<file path="config.mk">
export PLATFORM = sky130hd
export DESIGN_NAME = conv_tile_scheduler_flat
export DESIGN_NICKNAME = d
export VERILOG_FILES = /design/src/rtl/conv_tile_scheduler_if.sv /design/src/rtl/conv_tile_scheduler.sv /design/src/flat_wrapper.sv
export SDC_FILE = /design/constraint.sdc
export NUM_CORES = 1
export LEC_CHECK = 0
export ABC_AREA = 1
export CAP_MARGIN = 25
export CORE_AREA = 2 2 285 287
export CTS_BUF_LIST = sky130_fd_sc_hd__clkbuf_8
export DETAILED_ROUTE_END_ITERATION = 12
export DIE_AREA = 0 0 287 289
export PLACE_DENSITY_LB_ADDON = 0.15
export SYNTH_ARGS = -nofsm -noshare
export SYNTH_HDL_FRONTEND = slang
export SYNTH_SLANG_ARGS = --single-unit
</file>
<file path="constraint.sdc">
create_clock -name clk -period 17.4 [get_ports clk]
set_input_delay 2.61 -clock clk [delete_from_list [all_inputs] [get_ports clk]]
set_output_delay 2.61 -clock clk [all_outputs]
set_load 0.05 [all_outputs]
</file>
<file path="src/rtl/conv_tile_scheduler_if.sv">
// rtl/conv_tile_scheduler_if.sv - command, memory and engine signal bundle for conv_tile_scheduler
interface conv_tile_scheduler_if #(
  parameter int ADDR_W = 16
);
  logic                  cmd_valid;
  logic                  cmd_ready;
  logic [ADDR_W-1:0]     cmd_in_base;
  logic [ADDR_W-1:0]     cmd_k_base;
  logic [ADDR_W-1:0]     cmd_out_base;
  logic                  abort;
  logic                  busy;
  logic                  job_done;
  logic                  rd_en;
  logic [ADDR_W-1:0]     rd_addr;
  logic [7:0]            rd_data;
  logic                  wr_en;
  logic [ADDR_W-1:0]     wr_addr;
  logic [15:0]           wr_data;
  logic                  conv_rst_n;
  logic                  conv_start;
  logic [35:0][7:0]      conv_tile;
  logic [8:0][7:0]       conv_kernel;
  logic [15:0][15:0]     conv_c;
  logic                  conv_done;

  modport master (
    input  cmd_valid, cmd_in_base, cmd_k_base, cmd_out_base, abort, rd_data, conv_c, conv_done,
    output cmd_ready, busy, job_done, rd_en, rd_addr, wr_en, wr_addr, wr_data,
           conv_rst_n, conv_start, conv_tile, conv_kernel
  );

  modport slave (
    output cmd_valid, cmd_in_base, cmd_k_base, cmd_out_base, abort, rd_data, conv_c, conv_done,
    input  cmd_ready, busy, job_done, rd_en, rd_addr, wr_en, wr_addr, wr_data,
           conv_rst_n, conv_start, conv_tile, conv_kernel
  );
endinterface

</file>
<file path="src/rtl/conv_tile_scheduler.sv">
// rtl/conv_tile_scheduler.sv - walks stride-4 6x6 tiles of a feature map through the 4x4 conv engine
module conv_tile_scheduler #(
  parameter int IMG_W  = 10,
  parameter int IMG_H  = 10,
  parameter int ADDR_W = 16
) (
  input  logic                 clk,
  input  logic                 rst,
  conv_tile_scheduler_if.master bus
);
  localparam int OUT_W = IMG_W - 2;
  localparam int TX_N  = OUT_W / 4;
  localparam int TY_N  = (IMG_H - 2) / 4;
  localparam logic [ADDR_W-1:0] IMG_W_A = ADDR_W'(IMG_W);
  localparam logic [ADDR_W-1:0] OUT_W_A = ADDR_W'(OUT_W);
  localparam logic [ADDR_W-1:0] TX_LAST = ADDR_W'(TX_N - 1);
  localparam logic [ADDR_W-1:0] TY_LAST = ADDR_W'(TY_N - 1);
  localparam logic [ADDR_W-1:0] ONE     = ADDR_W'(1);

  typedef enum logic [2:0] {
    S_IDLE, S_LOAD_K, S_LOAD_T, S_START, S_WAIT, S_STORE, S_FINISH
  } state_t;

  state_t            state_q, state_d;
  logic [5:0]        cnt_q, cnt_d;
  logic [2:0]        row_q, row_d, col_q, col_d;
  logic [ADDR_W-1:0] tx_q, tx_d, ty_q, ty_d;
  logic [ADDR_W-1:0] in_base_q, in_base_d, k_base_q, k_base_d, out_base_q, out_base_d;
  logic [35:0][7:0]  tile_q, tile_d;
  logic [8:0][7:0]   kernel_q, kernel_d;
  logic              conv_rst_n_q, conv_rst_n_d;
  logic [5:0]        idx;
  logic [ADDR_W-1:0] tile_y, tile_x;

  always_ff @(posedge clk or posedge rst) begin
    if (rst) begin
      state_q      <= S_IDLE;
      cnt_q        <= '0;
      row_q        <= '0;
      col_q        <= '0;
      tx_q         <= '0;
      ty_q         <= '0;
      in_base_q    <= '0;
      k_base_q     <= '0;
      out_base_q   <= '0;
      tile_q       <= '0;
      kernel_q     <= '0;
      conv_rst_n_q <= 1'b0;
    end else begin
      state_q      <= state_d;
      cnt_q        <= cnt_d;
      row_q        <= row_d;
      col_q        <= col_d;
      tx_q         <= tx_d;
      ty_q         <= ty_d;
      in_base_q    <= in_base_d;
      k_base_q     <= k_base_d;
      out_base_q   <= out_base_d;
      tile_q       <= tile_d;
      kernel_q     <= kernel_d;
      conv_rst_n_q <= conv_rst_n_d;
    end
  end

  always_comb begin
    state_d    = state_q;
    cnt_d      = cnt_q;
    row_d      = row_q;
    col_d      = col_q;
    tx_d       = tx_q;
    ty_d       = ty_q;
    in_base_d  = in_base_q;
    k_base_d   = k_base_q;
    out_base_d = out_base_q;
    tile_d     = tile_q;
    kernel_d   = kernel_q;
    idx        = cnt_q - 6'd1;
    case (state_q)
      S_IDLE: begin
        if (bus.cmd_valid) begin
          in_base_d  = bus.cmd_in_base;
          k_base_d   = bus.cmd_k_base;
          out_base_d = bus.cmd_out_base;
          tx_d       = '0;
          ty_d       = '0;
          cnt_d      = '0;
          state_d    = S_LOAD_K;
        end
      end
      S_LOAD_K: begin
        // read data trails its strobe by one cycle, so slot cnt-1 is captured
        if (cnt_q != 6'd0) kernel_d[idx[3:0]] = bus.rd_data;
        if (cnt_q == 6'd9) begin
          cnt_d   = '0;
          row_d   = '0;
          col_d   = '0;
          state_d = S_LOAD_T;
        end else begin
          cnt_d = cnt_q + 6'd1;
        end
      end
      S_LOAD_T: begin
        if (cnt_q != 6'd0) tile_d[idx] = bus.rd_data;
        if (cnt_q == 6'd36) begin
          cnt_d   = '0;
          state_d = S_START;
        end else begin
          cnt_d = cnt_q + 6'd1;
          if (col_q == 3'd5) begin
            col_d = '0;
            row_d = row_q + 3'd1;
          end else begin
            col_d = col_q + 3'd1;
          end
        end
      end
      S_START: state_d = S_WAIT;
      S_WAIT: begin
        if (bus.conv_done) begin
          cnt_d   = '0;
          state_d = S_STORE;
        end
      end
      S_STORE: begin
        if (cnt_q == 6'd15) begin
          cnt_d = '0;
          row_d = '0;
          col_d = '0;
          if (tx_q == TX_LAST) begin
            tx_d = '0;
            if (ty_q == TY_LAST) begin
              state_d = S_FINISH;
            end else begin
              ty_d    = ty_q + ONE;
              state_d = S_LOAD_T;
            end
          end else begin
            tx_d    = tx_q + ONE;
            state_d = S_LOAD_T;
          end
        end else begin
          cnt_d = cnt_q + 6'd1;
        end
      end
      S_FINISH: state_d = S_IDLE;
      default:  state_d = S_IDLE;
    endcase
    if (bus.abort && state_q != S_IDLE) state_d = S_IDLE;
    // engine runs only between its start pulse and the end of the result drain
    conv_rst_n_d = (state_d == S_START) || (state_d == S_WAIT) || (state_d == S_STORE);
  end

  assign tile_y = ty_q << 2;
  assign tile_x = tx_q << 2;

  always_comb begin
    bus.rd_en   = ((state_q == S_LOAD_K) && (cnt_q < 6'd9)) ||
                  ((state_q == S_LOAD_T) && (cnt_q < 6'd36));
    bus.rd_addr = '0;
    if (state_q == S_LOAD_K && bus.rd_en)
      bus.rd_addr = k_base_q + ADDR_W'(cnt_q);
    else if (bus.rd_en)
      bus.rd_addr = in_base_q + (tile_y + ADDR_W'(row_q)) * IMG_W_A + tile_x + ADDR_W'(col_q);
    bus.wr_en   = (state_q == S_STORE);
    bus.wr_addr = '0;
    bus.wr_data = '0;
    if (bus.wr_en) begin
      bus.wr_addr = out_base_q + (tile_y + ADDR_W'(cnt_q[3:2])) * OUT_W_A + tile_x + ADDR_W'(cnt_q[1:0]);
      bus.wr_data = bus.conv_c[cnt_q[3:0]];
    end
  end

  assign bus.cmd_ready   = (state_q == S_IDLE) && !rst;
  assign bus.busy        = (state_q != S_IDLE);
  assign bus.job_done    = (state_q == S_FINISH) && !bus.abort;
  assign bus.conv_start  = (state_q == S_START);
  assign bus.conv_rst_n  = conv_rst_n_q;
  assign bus.conv_tile   = tile_q;
  assign bus.conv_kernel = kernel_q;
endmodule

</file>
<file path="src/flat_wrapper.sv">
// flat-port wrapper written by rule: the top's interface ports become plain ports
module conv_tile_scheduler_flat 
#(
  parameter int IMG_W  = 10,
  parameter int IMG_H  = 10,
  parameter int ADDR_W = 16
)
  (clk, rst, bus_cmd_valid, bus_cmd_in_base, bus_cmd_k_base, bus_cmd_out_base, bus_abort, bus_rd_data, bus_conv_c, bus_conv_done, bus_cmd_ready, bus_busy, bus_job_done, bus_rd_en, bus_rd_addr, bus_wr_en, bus_wr_addr, bus_wr_data, bus_conv_rst_n, bus_conv_start, bus_conv_tile, bus_conv_kernel);
  conv_tile_scheduler_if #(.ADDR_W(ADDR_W)) bus_i ();
  input  logic clk;
  input  logic rst;
  input wire logic [$bits(bus_i.cmd_valid)-1:0] bus_cmd_valid;
  input wire logic [$bits(bus_i.cmd_in_base)-1:0] bus_cmd_in_base;
  input wire logic [$bits(bus_i.cmd_k_base)-1:0] bus_cmd_k_base;
  input wire logic [$bits(bus_i.cmd_out_base)-1:0] bus_cmd_out_base;
  input wire logic [$bits(bus_i.abort)-1:0] bus_abort;
  input wire logic [$bits(bus_i.rd_data)-1:0] bus_rd_data;
  input wire logic [$bits(bus_i.conv_c)-1:0] bus_conv_c;
  input wire logic [$bits(bus_i.conv_done)-1:0] bus_conv_done;
  output wire logic [$bits(bus_i.cmd_ready)-1:0] bus_cmd_ready;
  output wire logic [$bits(bus_i.busy)-1:0] bus_busy;
  output wire logic [$bits(bus_i.job_done)-1:0] bus_job_done;
  output wire logic [$bits(bus_i.rd_en)-1:0] bus_rd_en;
  output wire logic [$bits(bus_i.rd_addr)-1:0] bus_rd_addr;
  output wire logic [$bits(bus_i.wr_en)-1:0] bus_wr_en;
  output wire logic [$bits(bus_i.wr_addr)-1:0] bus_wr_addr;
  output wire logic [$bits(bus_i.wr_data)-1:0] bus_wr_data;
  output wire logic [$bits(bus_i.conv_rst_n)-1:0] bus_conv_rst_n;
  output wire logic [$bits(bus_i.conv_start)-1:0] bus_conv_start;
  output wire logic [$bits(bus_i.conv_tile)-1:0] bus_conv_tile;
  output wire logic [$bits(bus_i.conv_kernel)-1:0] bus_conv_kernel;
  assign bus_i.cmd_valid = bus_cmd_valid;
  assign bus_i.cmd_in_base = bus_cmd_in_base;
  assign bus_i.cmd_k_base = bus_cmd_k_base;
  assign bus_i.cmd_out_base = bus_cmd_out_base;
  assign bus_i.abort = bus_abort;
  assign bus_i.rd_data = bus_rd_data;
  assign bus_i.conv_c = bus_conv_c;
  assign bus_i.conv_done = bus_conv_done;
  assign bus_cmd_ready = bus_i.cmd_ready;
  assign bus_busy = bus_i.busy;
  assign bus_job_done = bus_i.job_done;
  assign bus_rd_en = bus_i.rd_en;
  assign bus_rd_addr = bus_i.rd_addr;
  assign bus_wr_en = bus_i.wr_en;
  assign bus_wr_addr = bus_i.wr_addr;
  assign bus_wr_data = bus_i.wr_data;
  assign bus_conv_rst_n = bus_i.conv_rst_n;
  assign bus_conv_start = bus_i.conv_start;
  assign bus_conv_tile = bus_i.conv_tile;
  assign bus_conv_kernel = bus_i.conv_kernel;
  conv_tile_scheduler #(.IMG_W(IMG_W), .IMG_H(IMG_H), .ADDR_W(ADDR_W)) u_core (.clk(clk), .rst(rst), .bus(bus_i));
endmodule
</file>
Word-level counts from Yosys, hierarchy flattened
Index checks and enable logic that the tools add are counted.
- bits of input ports: 317
- output and inout port bits: 415
- register bits: 456
- logic and storage cells: 171
- add/sub/neg operators: 15
- order comparisons: 7
- multiplexer cells: 43
- multipliers: 1
- eq/ne operators: 23
- reduce and logical (&&, ||, !) cells: 27
- operators by type and width (kind ; number):
    $bwmux W288 ; 1
    $mux W16 ; 11
    $bwmux W72 ; 1
    $add A16 B16 Y16 ; 4
    $bmux W16 S4 ; 1
    $pmux W16 S2 ; 2
    $demux W8 S6 ; 1
    $mux W3 ; 14
    $add A16 B1 Y16 const B ; 2
    $add A16 B3 Y16 ; 2
    $demux W8 S4 ; 1
    $eq A16 B1 Y1 const B ; 2
    $mux W6 ; 5
    $pmux W6 S5 ; 1
    $eq A3 B3 Y1 const B ; 6
    $pmux W3 S3 ; 2
    $pmux W3 S6 ; 1
    $add A16 B2 Y16 ; 1
    $add A16 B6 Y16 ; 1
    $mul A16 B3 Y15 const B ; 1
    $mux W8 ; 2
    $add A13 B2 Y13 ; 1
    $eq A6 B4 Y1 const B ; 2
    $lt A4 B5 Y1 const B ; 2
    other kinds (25) ; 49

Depth between registers and ports, before layout
Gate-level depths: netlist of the first run.
- depth after elaboration: 9
- gate-level depth with buffers: 33
- mapped depth without buffers: 33

Worst setup path before layout of the first run
OpenSTA, ideal clock, no wires.
- kind: reg-to-output
- start point: reg u_core.ty_q[0]
- end point: out bus_rd_addr[14]
- slack: 9.535 ns
- stages on the path, launching flop included: 23
- path buffers: 0
- data arrival time: 5.255 ns
- required time: 14.790 ns
- cells stage by stage: dfrtp_1 -> ha_1 -> ha_1 -> inv_1 -> nor2_1 -> xor2_1 -> xor2_1 -> ha_1 -> nand2_1 -> o21ai_0 -> a21oi_1 -> o21ai_0 -> xor2_1 -> fa_1 -> inv_1 -> ha_1 -> ha_1 -> nand2_1 -> nor3_1 -> nand3_1 -> o2111ai_1 -> nor2_1 -> o21ai_0
- longest elaborated chain between the ends: 7
- RTL lines (element ; line ; text):
    start: declaration ; conv_tile_scheduler.sv:27 ; logic [ADDR_W-1:0] tx_q, tx_d, ty_q, ty_d;
    start signal: assignment ; conv_tile_scheduler.sv:55 ; ty_q <= ty_d;
    $add A16 B3 Y16 ; conv_tile_scheduler.sv:163 ; bus.rd_addr = in_base_q + (tile_y + ADDR_W'(row_q)) * IMG_W_A + tile_x + ADDR_W'(col_q);
    $mul A16 B3 Y15 ; conv_tile_scheduler.sv:163 ;
    $add A16 B16 Y16 (2 in a row) ; conv_tile_scheduler.sv:163 ;
    $add A16 B3 Y16 ; conv_tile_scheduler.sv:163 ;
    $mux W16 ; conv_tile_scheduler.sv:162 ; else if (bus.rd_en)
    $mux W16 ; conv_tile_scheduler.sv:160 ; if (state_q == S_LOAD_K && bus.rd_en)
    end: declaration ; flat_wrapper.sv:24 ; output wire logic [$bits(bus_i.rd_addr)-1:0] bus_rd_addr;
Every way passes these cells.

Worst setup path after layout of the first run
- start point: reg u_core.ty_q[0]
- end point: out bus_rd_addr[15]
Same word-level chain as after synthesis.

==> results.cfg, run 1 <==
[finish]
finalNetCount = 3856
drive_gt1_frac = 0.05795
syn2layout_area_growth_pct = 43.40

[grt]
grt_start_max_net_pins = 147
grtUsageTotal = 0.2477
first_global_vias = 21900
grt_overflow = 0
grt_pass1_wl_um = 152000
antenna_found_initial = 10

[pwr]
pwr-share-seq = 0.275
p_switching_uw = 2904
clockPowerShare = 0.192
p_leak_uw = 0.01516
internal_power_uw = 2966
p_sw_frac = 0.4948
power_density_mw_per_mm2 = 176.2
peakVddDrop_mv = 0.09228
fin_total_pwr_uw = 5870
power_frac_comb = 0.533

[critical_path]
worstPathMaxFanout = 7
critPathMaxStageDelay_ns = 0.79
crit_path_top_delay_cell = clkdlybuf4s50_1
rr_endpoint = u_core.ty_q[3]$_DFFE_PP0P_
critPathTopFamily = adder cells
ff2ff_setup_slack_ns = 13.18
path_class = flip-flop to output pin
r2r_cells = 13
cp.required_ns = 14.79
crit_path_end_kind = output pin
setup.worst_path.start_class = flip-flop
crit_buf_inv = 3
reg2reg_from = u_core.cnt_q[1]$_DFFE_PP0P_
cp_common_cell = nand2_1
cp.arrival_ns = 6.58

[placement]
dp_hpwl_um = 77380
gp_congestion = 0.9471
io_buffers = 731

[timing]
tns_ns = 0
skew_ns = 0.08220
worst_pin_slew_ns = 0.9839
drv_slew = 0
finalCritPeriodShare = 0.5280
finalSetupViolCount = 0
slew_headroom = 0.3400
min_period_ns = 9.187
timing.fmax_mhz = 108.9
grt_setup_unrepaired = false
hold_violations = 0

[status]
status = complete, no violations

[detailed_routing]
first_iter_violations = 1821
first_pass_iters = 5
drc_errors = 0
drt-total-wl_um = 104700
via_per_inst = 4.860
vias = 22110
ant_nets = 0
routedWlPerCell_um = 23.01

[die]
initial_core_util = 0.2909
die_area_mm2 = 0.08294
fp.dieH_um = 289
io_pins = 732
placementRows = 104
die_w_um = 287
coreArea_mm2 = 0.07990

[clocking]
root_buffer = clkbuf_8
cts.htree.levels = 3
postCtsSetupRepairBufs = 0
tritoncts = yes
cts_resized = 0
clock_path_buffers = 3
hold_buffers = 0
insertion_delay_ns = 0.73
cts.sinks = 456
cts_buffers = 85
cts.clk_slew.worst_paths_ns = 0.06

[yosys]
ys_ff_latch = 456
synth_fp_nets = 3166
ys_warn_count = 0
syn_area_mm2 = 0.02324
synthFlopType = dfrtp_1
postSynthCellCount = 2736
ys_seq_area_frac = 0.4910
synth-edff-count = 0
syn_avg_cell_area_um2 = 8.494
synthArstFlopShare = 1.000
ys_types = 45

[worst_hold_path]
hold_end = u_core.bus.conv_tile[49]$_DFFE_PP0P_
whs_path_depth = 2
hold_path.class = flip-flop to flip-flop
worstHoldStart = u_core.bus.conv_tile[49]$_DFFE_PP0P_

[run]
max_cap_viol_count = 0
[sequential cells by signal, indices dropped and copies added, names as in the netlist]
signal	count
u_core.tx_q	16
u_core.bus.conv_kernel	72
u_core.bus.conv_tile	288
u_core.k_base_q	16
u_core.out_base_q	16
u_core.bus.conv_rst_n	1
u_core.ty_q	16
u_core.in_base_q	16
u_core.col_q	3
u_core.cnt_q	6
u_core.row_q	3
u_core.state_q	3
[routing by layer]
metal  up-vias  part of all wire  track usage
met5         -           0.00038            0
met4         6             0.017      0.05065
met3       115              0.10      0.08969
met2       838              0.44       0.3793
met1     10560              0.44       0.3364
li1      10600                 -            -
[per-stage QoR]
| step | instance area [um2] | std cells | hold slack, ns | setup slack, ns | utilization |
|---|---|---|---|---|---|
| 2_1_floorplan | 23240 | 2736 | 0.4862 | 2.078 | - |
| 3_5_place_dp | 31490 | 4399 | 0.4718 | 8.863 | 0.3941 |
| 6_report | 33320 | 4550 | 0.4820 | 8.213 | 0.4171 |
| 4_1_cts | 33310 | 4546 | 0.4861 | 8.083 | 0.4170 |
| 3_3_place_gp | 31490 | 4399 | 0.4650 | 8.905 | 0.3941 |
| 5_1_grt | 33320 | 4548 | 0.4991 | 7.597 | 0.4170 |
[power groups by stage]
stage | sequential (uW) | combinational, uW | clock (uW)
floorplan | 2420 | 1140 | 0
global placement | 1620 | 3130 | 0
detailed placement | 1620 | 3130 | 0
CTS | 1620 | 3140 | 1160
global route | 1660 | 3350 | 1210
finish | 1620 | 3130 | 1130
[cell type report]
type	instances	area, um2
antenna	4	10.01
timing repair buffer	751	7492
clock inverter	38	325.3
clock buffer	109	1500
multi-input combinational	1968	10630
inverter	164	625.6
sequential	456	11420
fill	8066	46570
tap	1060	1326
[tightest hold or removal path, delay by kind of cell (launching register included)]
family,cells,cell delay (ns)
AND/OR/NAND/NOR,1,0.05
flip-flops,1,0.34
AO/OA/AOI/OAI,1,0.06
[cell families (layout without fill, tap and decap cells)]
kind of cell             Yosys count  count (layout)  share of synthesized area
AO/OA/AOI/OAI                    767             767                     0.1781
XOR/XNOR                          44              44                    0.01691
adder cells (fa/ha/maj)          113             113                    0.07086
buffers and inverters            312            1062                    0.05174
flip-flops                       456             456                     0.4910
multiplexers                      36              36                    0.01744
other                              0               4                          0
AND/OR/NAND/NOR                 1008            1008                     0.1739
[worst max-delay path by stage]
stage / from / to / slack, ns / cells past startpoint
final: u_core.ty_q[0]$_DFFE_PP0P_ / bus_rd_addr[15] / 8.21 / 27
after global routing: u_core.ty_q[0]$_DFFE_PP0P_ / bus_rd_addr[15] / 7.60 / 27
after CTS: u_core.ty_q[0]$_DFFE_PP0P_ / bus_rd_addr[15] / 8.08 / 28
after detailed placement: u_core.ty_q[0]$_DFFE_PP0P_ / bus_rd_addr[15] / 8.86 / 28
after global placement: u_core.ty_q[0]$_DFFE_PP0P_ / bus_rd_addr[15] / 8.91 / 27
after floorplan: rst / u_core.bus.conv_kernel[0]$_DFFE_PP0P_ / 2.08 / 1
[cells in the mapped netlist, drive strengths merged (2+ instances only)]
cell     number  area, um2
clkbuf      124      466.7
o2111ai       2      17.52
clkinv        5      18.77
xnor2        11      96.34
a31oi        22      137.6
dfrtp       456      11410
inv         159      596.8
xor2         33      296.5
o22ai        47      294.0
a21o          3      22.52
or2           4      25.02
nor3         20      133.9
o211ai       11      82.58
nor4          5      31.28
o31ai        11      82.58
ha           82       1026
o21bai        4      30.03
a21oi        85      425.4
nor3b         2      15.01
nand4        24      150.1
nand2       627       2356
a211oi        4      30.03
nand3        78      390.4
fa           31      620.6
o21ai       545       2728
buf          24      120.1
nor2        247      932.1
mux2         36      405.4
o221ai       25      219.0
a221oi        2      17.52
[layout by cell type, fill, tap and decap left out, types with 31 or more instances in the layout]
cell / count
a21oi_1: 85
clkbuf_8: 109
clkdlybuf4s50_1: 731
dfrtp_1: 454
fa_1: 31
ha_1: 82
inv_1: 173
mux2_2: 36
nand2_1: 625
nand3_1: 78
nor2_1: 245
o21ai_0: 545
o22ai_1: 47
xor2_1: 32
No activity file was read; power rests on OpenSTA's default activity.
==> run 2, diff against run 1 <==
clock period = 9.6 ns   (was 17.4 ns; I/O delays follow)
==> run 2 against run 1 <==
Effect of this change:
- combinational power up 82%
- sequential power up 80%
- routed wire length rose by 0.24%
- final area stayed put
- setup slack got worse by 6.7 ns
==> results.cfg, run 2 (same netlist as run 1, synthesis figures left out) <==
[status]
status = complete, no violations

[finish]
finalNetCount = 3856
syn2layout_area_growth_pct = 43.40
drive_gt1_frac = 0.05845
final_cell_mix = clkdlybuf4s50_1 (731), nand2_1 (625), o21ai_0 (545), dfrtp_1 (454), nor2_1 (245)
final_common_cell = clkdlybuf4s50_1
final_area_mm2 = 0.03332
largest_reg_flops = 288

[timing]
timing.fmax_mhz = 124.3
drv_slew = 0
finalSetupViolCount = 0
skew_ns = 0.06520
hold_violations = 0
hold_slack_ns = 0.4796
grt_setup_unrepaired = false
slew_headroom = 0.3320
min_period_ns = 8.047
worst_pin_slew_ns = 0.9916
final.setup.worst_slack_ns = 1.553
tns_ns = 0
finalCritPeriodShare = 0.8382

[detailed_routing]
first_pass_iters = 5
ant_nets = 0
drt-total-wl_um = 105000
first_iter_violations = 1733
via_per_inst = 4.856
vias = 22120
drc_errors = 0
routedWlPerCell_um = 23.04

[pwr]
power_density_mw_per_mm2 = 317.5
fin_total_pwr_uw = 10580
peakVddDrop_mv = 0.1947
p_leak_uw = 0.01517

[clocking]
postCtsSetupRepairBufs = 0
cts.htree.levels = 3
clock_path_buffers = 3
cts.clk_slew.worst_paths_ns = 0.05
hold_buffers = 0
root_buffer = clkbuf_8
cts_buffers = 84
cts.sinks = 456
insertion_delay_ns = 0.72
tritoncts = yes
cts_resized = 0

[die]
die_area_mm2 = 0.08294
coreArea_mm2 = 0.07990
die_w_um = 287
initial_core_util = 0.2909
io_pins = 732
fp.dieH_um = 289
placementRows = 104

[critical_path]
crit_path_end_kind = output pin
worstPathMaxFanout = 7
cp.arrival_ns = 6.61
path_class = flip-flop to output pin
cp.required_ns = 8.16
setup.worst_path.start_class = flip-flop

[grt]
first_global_vias = 21860
antenna_found_initial = 13
grt_pass1_wl_um = 151600
grt_overflow = 0
grt_start_max_net_pins = 158
grtUsageTotal = 0.2473

[run]
max_cap_viol_count = 0

[placement]
place_area_mm2 = 0.03151
dp_slack_ns = 2.203
gp_congestion = 0.9321
io_buffers = 731
dp_hpwl_um = 77680

[worst_hold_path]
hold_path.class = flip-flop to flip-flop
## run 2: cell types whose count changed in the layout (fill, tap and decap cells not counted), sizes merged
| cell | before | now |
|---|---|---|
| clkbuf | 109 | 108 |
| clkinvlp | 0 | 1 |
| diode | 4 | 6 |
| clkinv | 11 | 14 |
| bufinv | 3 | 2 |
| buf | 20 | 21 |
| inv | 188 | 189 |
## run 2: through the flow
step,cells,util
after global placement,4398,0.3941
after CTS,4549,0.4166
final,4556,0.4171
after floorplan,2736,-
after global routing,4556,0.4171
after detailed placement,4399,0.3944
## run 2: cell type report
| cell class | count | area [um2] |
|---|---|---|
| Antenna cell | 6 | 15.01 |
| Clock buffer | 108 | 1486 |
| Clock inverter | 42 | 292.8 |
| Fill cell | 8145 | 46570 |
| Inverter | 164 | 621.8 |
| Multi-Input combinational cell | 1968 | 10630 |
| Sequential cell | 456 | 11420 |
| Tap cell | 1060 | 1326 |
| Timing Repair Buffer | 752 | 7537 |
## run 2: final timing paths
check / slack, ns / to / depth (start not counted) / start
worst min-delay path: 0.48 / u_core.bus.conv_kernel[67]$_DFFE_PP0P_ / 2 / u_core.bus.conv_kernel[67]$_DFFE_PP0P_
worst max-delay path: 1.55 / bus_rd_addr[15] / 27 / u_core.ty_q[0]$_DFFE_PP0P_
max in group asynchronous: 7.20 / u_core.bus.conv_tile[141]$_DFFE_PP0P_ / 4 / rst
worst min register to register: 0.48 / u_core.bus.conv_kernel[67]$_DFFE_PP0P_ / 2 / u_core.bus.conv_kernel[67]$_DFFE_PP0P_
worst max register to register: 5.54 / u_core.ty_q[8]$_DFFE_PP0P_ / 12 / u_core.cnt_q[1]$_DFFE_PP0P_
min in group asynchronous: 1.24 / u_core.out_base_q[0]$_DFFE_PP0P_ / 3 / rst
## run 2: where the power goes
part	switching (uW)	internal, uW	leakage, uW
combinational	3920	1770	0.00960
clock	905	1070	0.00102
sequential	419	2490	0.00455
total	5250	5330	0.0152
## run 2: routing by layer
metal  track usage  wire, um  up-vias
met1        0.3416     47550    10610
met5             0        40        -
met2        0.3761     46200      780
met3       0.08142      9519      116
li1              -         -    10610
met4       0.05430      1657        6
## run 2: critical path, cell delays in order, from the launching register on
cell	delay (ns)
dfrtp_1	0.50
ha_1	0.22
ha_1	0.19
inv_1	0.06
nor2_1	0.35
xor2_1	0.33
xor2_1	0.20
ha_1	0.31
a21oi_1	0.15
nand2_1	0.12
nand4_1	0.10
o211ai_1	0.13
nand2_1	0.09
nand2_1	0.05
a21oi_1	0.14
xor2_1	0.19
fa_1	0.43
ha_1	0.32
ha_1	0.37
a21oi_1	0.19
nand2_1	0.07
o21bai_1	0.14
a31oi_1	0.20
inv_1	0.06
nand2_1	0.07
nand3_1	0.09
nand2_1	0.08
clkdlybuf4s50_1	0.79
